===== config.mk =====
export PLATFORM = sky130hd
export DESIGN_NAME = reaction_timer
export DESIGN_NICKNAME = d
export VERILOG_FILES = /design/src/rtl/reaction_timer.sv
export SDC_FILE = /design/constraint.sdc
export NUM_CORES = 1
export LEC_CHECK = 0
export ABC_AREA = 1
export BUFFER_PORTS_ARGS = -buffer_cell sky130_fd_sc_hd__buf_2
export CAP_MARGIN = 20
export CORE_MARGIN = 2
export CORE_UTILIZATION = 35
export CTS_BUF_LIST = sky130_fd_sc_hd__clkbuf_2 sky130_fd_sc_hd__clkbuf_4 sky130_fd_sc_hd__clkbuf_8
export CTS_CLUSTER_DIAMETER = 100
export DETAILED_ROUTE_END_ITERATION = 12
export HOLD_SLACK_MARGIN = 0.15
export PLACE_DENSITY = 0.61
export RECOVER_POWER = 25
export SLEW_MARGIN = 30
export SYNTH_ARGS = -nofsm -noshare
export SYNTH_HDL_FRONTEND = slang
export SYNTH_SLANG_ARGS = --single-unit

===== constraint.sdc =====
create_clock -name Clock -period 5 [get_ports Clock]
set_clock_uncertainty 0.05 [all_clocks]
set_input_delay 1.5 -clock Clock [delete_from_list [all_inputs] [get_ports Clock]]
set_output_delay 1.5 -clock Clock [all_outputs]
set_load 0.01 [all_outputs]

===== src/rtl/reaction_timer.sv =====
// Reaction-time core: random pre-stimulus delay, then a 4-digit BCD millisecond count until Stop.
// Optional false-start detection (Stop during WAIT) is built when FALSE_START_EN is defined.
module reaction_timer #(
    parameter int TICK_DIV     = 50000,
    parameter int MIN_DELAY_MS = 1000
) (
    input  logic       Clock,
    input  logic       Reset,
    input  logic       Start,
    input  logic       Stop,
    output logic       Stim,
    output logic [3:0] BCD3,
    output logic [3:0] BCD2,
    output logic [3:0] BCD1,
    output logic [3:0] BCD0,
    output logic       Done,
    output logic       FalseStart,
    output logic [2:0] dbg_state_o
);

    localparam int              PW        = $clog2(TICK_DIV);
    localparam logic [PW-1:0]   PRESC_MAX = PW'(TICK_DIV - 1);
    localparam logic [13:0]     MIN_DLY   = 14'(MIN_DELAY_MS);
    localparam logic [15:0]     BCD_MAX   = 16'h9999;

    typedef enum logic [2:0] {
        ST_IDLE  = 3'd0,
        ST_WAIT  = 3'd1,
        ST_RUN   = 3'd2,
`ifdef FALSE_START_EN
        ST_FAULT = 3'd4,
`endif
        ST_DONE  = 3'd3
    } state_t;

    state_t        state_q;
    logic [15:0]   lfsr_q;
    logic [15:0]   lfsr_d;
    logic [PW-1:0] presc_q;
    logic [13:0]   wait_q;
    logic [13:0]   wait_load;
    logic [15:0]   bcd_q;
    logic [15:0]   bcd_d;
    logic          inc_carry;
    logic          stim_q;
    logic          done_q;
    logic          tick;
`ifdef FALSE_START_EN
    logic          fs_q;
`endif

    // Fibonacci LFSR, taps 16,14,13,11 (bits 0,2,3,5 in right-shift form)
    assign lfsr_d    = {lfsr_q[0] ^ lfsr_q[2] ^ lfsr_q[3] ^ lfsr_q[5], lfsr_q[15:1]};
    assign tick      = (presc_q == PRESC_MAX);
    assign wait_load = MIN_DLY + {3'b000, lfsr_q[10:0]};

    // Decimal increment with ripple carry across the four digits
    always_comb begin
        bcd_d     = bcd_q;
        inc_carry = 1'b1;
        for (int i = 0; i < 4; i++) begin
            if (inc_carry) begin
                if (bcd_q[4*i +: 4] == 4'd9) begin
                    bcd_d[4*i +: 4] = 4'd0;
                end else begin
                    bcd_d[4*i +: 4] = bcd_q[4*i +: 4] + 4'd1;
                    inc_carry       = 1'b0;
                end
            end
        end
    end

    always_ff @(posedge Clock or posedge Reset) begin
        if (Reset) begin
            state_q <= ST_IDLE;
            lfsr_q  <= 16'hACE1;
            presc_q <= '0;
            wait_q  <= '0;
            bcd_q   <= '0;
            stim_q  <= 1'b0;
            done_q  <= 1'b0;
`ifdef FALSE_START_EN
            fs_q    <= 1'b0;
`endif
        end else begin
            lfsr_q  <= lfsr_d;
            presc_q <= tick ? '0 : presc_q + 1'b1;
            case (state_q)
                ST_IDLE,
`ifdef FALSE_START_EN
                ST_FAULT,
`endif
                ST_DONE: begin
                    if (Start) begin
                        state_q <= ST_WAIT;
                        wait_q  <= wait_load;
                        presc_q <= '0;
                        bcd_q   <= '0;
                        done_q  <= 1'b0;
`ifdef FALSE_START_EN
                        fs_q    <= 1'b0;
`endif
                    end
                end
                ST_WAIT: begin
`ifdef FALSE_START_EN
                    // A premature press outranks the final delay tick
                    if (Stop) begin
                        state_q <= ST_FAULT;
                        fs_q    <= 1'b1;
                        bcd_q   <= '0;
                    end else
`endif
                    if (tick) begin
                        wait_q <= wait_q - 14'd1;
                        if (wait_q == 14'd1) begin
                            state_q <= ST_RUN;
                            presc_q <= '0;
                            bcd_q   <= '0;
                            stim_q  <= 1'b1;
                        end
                    end
                end
                ST_RUN: begin
                    // Stop wins over a coincident tick, so that tick is not counted
                    if (Stop) begin
                        state_q <= ST_DONE;
                        stim_q  <= 1'b0;
                        done_q  <= 1'b1;
                    end else if (tick) begin
                        bcd_q <= bcd_d;
                        if (bcd_d == BCD_MAX) begin
                            state_q <= ST_DONE;
                            stim_q  <= 1'b0;
                            done_q  <= 1'b1;
                        end
                    end
                end
                default: begin
                    state_q <= ST_IDLE;
                end
            endcase
        end
    end

    assign Stim        = stim_q;
    assign BCD3        = bcd_q[15:12];
    assign BCD2        = bcd_q[11:8];
    assign BCD1        = bcd_q[7:4];
    assign BCD0        = bcd_q[3:0];
    assign Done        = done_q;
    assign dbg_state_o = state_q;
`ifdef FALSE_START_EN
    assign FalseStart  = fs_q;
`else
    assign FalseStart  = 1'b0;
`endif

endmodule

==> run metrics <==
status finished, violations left; failing checks max-capacitance violations, max-slew violations; # diodes 0; FMAX 0.360 GHz; Post-CTS Resized 0; Pleak 2.03 nW; reg2reg path depth 10; Initial Utilization 0.356; top cells by area, synth dfrtp_1 (38%), nand2_1 (15%), inv_1 (6.2%), nor2_1 (5.8%), dfstp_2 (5.5%); Crit. End Element async pin; crit path launch Reset; Final Hold Vio Count 0; # setup viols final 0; number of max-cap violations 1; Clock Root Buffer clkbuf_8; Net Sw Frac 0.443; Die Ht 108 um; most common cell after layout, fill and taps aside nand2_1; I/O pin cnt 26; Max Root-Sink Buffers 2; critical path's slowest cell clkinvlp_2; worst-margin pin slew 1810 ps; FF-to-FF Start presc_q[0]; post-synth top area share 0.380; CP Data Arrival Time 3170 ps; CTS sink count 66; setup tns final 0 ps; clock slew at reported path FFs 70 ps; core region area 0.0107 mm2; CP required 5390 ps; Avg Inst Size Synth 7.35 um2; CP cell instances buf_2 > clkinvlp_2 > buf_4; vias per cell 4.80; maximum vdd drop 0.192 mV; H-tree levels 3; count of pins over their slew limit 42; Global Route Usage Sum 0.155; drt pass-1 iters 4; setup bufs post-CTS 0; Internal Power 1.03 mW; layout cells sized above 1 0.138; register area share after synthesis 0.435; Hold WC Path Type reg2reg; pwr dens 439 mW/mm2; Area growth syn-to-layout 10.7%; Async SR Flop Fraction 1.00; largest area contributor in the netlist dfrtp_1; top_reg_cell synth dfrtp_1; vias in the first global route 3,170; Fill cells 1,098; sequential power share 0.366; crit start category primary input; worst-path fanout max 41; Die ar. 0.0118 mm2; Fin Hold WS 305 ps; DRT iter0 DRCs 214; fin crit share 0.556; Die W 108 um; Std-Cell Rows 38; library cells used by synthesis 41; Final Cell Area 0.00423 mm2; WP buf/inv 3; overall power 1.86 mW; final wirelength 8430 um; Buffers on Ports 23; Post-CTS Hold Buffers 0; largest net degree at the start of global routing 42; nets 556; Yosys reg bits 66; net switching power 822 uW; Cells after Synth 520; Rel. slew slack -0.216; delay-heaviest family, CP buffers and inverters; number of synthesized flops with an enable pin 0; most frequent cells in the layout nand2_1 (155), inv_1 (62), nor2_1 (59); DR DRC count 0; cell area after synthesis 0.00382 mm2; vias 3,310; yosys warns 0; WL/cell 12.2 um; final core occ 0.394; CTS tree yes; DP HPWL 6000 um; GRT overflow 0; max incr delay on CP 1030 ps; WS Path Type in2async; Comb pwr share 0.425; reg2reg setup slack 2570 ps; RSZ-0062 raised after global routing false; initial antenna violation count 0; Num CTS Buffers 9; end point of the critical path lfsr_q[10]; CP Depth 3; worst r2r dst bcd_q[8]; clock power share 0.209; Placer Congestion 0.859; first-pass GRT wire length 14,600 um; worst-skew pair later-pin latency 330 ps; Placement Cell Area 0.00406 mm2; min cycle time layout 2780 ps; Post-DRT Antenna Nets 0
-- metrics by stage --
stage	instances	setup slack, ps
after global routing	689	1920
after CTS	689	2410
after floorplan	521	1810
final	689	2220
after detailed placement	674	2130
after global placement	674	2170
-- metal layers --
layer | global-route usage | up-vias | wire [um] | part of all wire
li1 | - | 1707 | - | -
met1 | 0.205 | 1536 | 4120 | 0.49
met2 | 0.259 | 61 | 3960 | 0.47
met3 | 0.0247 | 6 | 265 | 0.031
met4 | 0.0476 | 0 | 86 | 0.010
met5 | 0 | - | 0 | 0
-- power groups by stage --
stage | logic [mW] | clock network, mW | registers [mW]
after global routing | 0.905 | 0.420 | 0.690
after detailed placement | 0.789 | 0 | 0.687
after floorplan | 0.625 | 0 | 0.681
final | 0.790 | 0.388 | 0.679
after global placement | 0.766 | 0 | 0.685
after CTS | 0.794 | 0.399 | 0.678
-- worst min path at each step --
stage                    start         end  slack (ps)  cells after the start
detailed placement  lfsr_q[12]  lfsr_q[11]         290                      0
finish              lfsr_q[12]  lfsr_q[11]         300                      0
global placement    lfsr_q[14]  lfsr_q[13]         290                      0
floorplan           lfsr_q[12]  lfsr_q[11]         280                      0
global route        lfsr_q[11]  lfsr_q[10]         320                      0
CTS                 lfsr_q[12]  lfsr_q[11]         300                      0
-- cell type report --
type	count	area [um2]	area share
inverters	68	256	0.0607
repair buffers	25	130	0.0308
flip-flops and latches	66	1660	0.393
clock inverters	4	20.0	0.00473
clock buffers	11	145	0.0343
well taps	140	175	0.0414
multi-input cells	375	1840	0.435
-- flip-flops by register name (all words and copies together), names as in the netlist --
register     cells
dbg_state_o      2
lfsr_q          16
presc_q         16
Done             1
bcd_q           16
Stim             1
wait_q          14
-- cells by family after synthesis --
kind of cell	synth area share
flops	0.435
fa+ha+maj	0.0229
compound gates	0.0999
buf+inv	0.0845
simple gates	0.339
xor+xnor	0.0183
other cells	0.000981
-- synth_stat cells (6+ instances only) --
| cell | number |
|---|---|
| inv_1 | 63 |
| dfstp_2 | 8 |
| nand4_1 | 9 |
| nand3_1 | 28 |
| nand2_2 | 6 |
| o21ai_0 | 28 |
| ha_1 | 7 |
| nor2_1 | 59 |
| o21ai_1 | 8 |
| dfrtp_1 | 58 |
| nand2_1 | 155 |
| a21oi_1 | 20 |
| nor3_1 | 8 |
No activity file was read; power rests on OpenSTA's default activity.
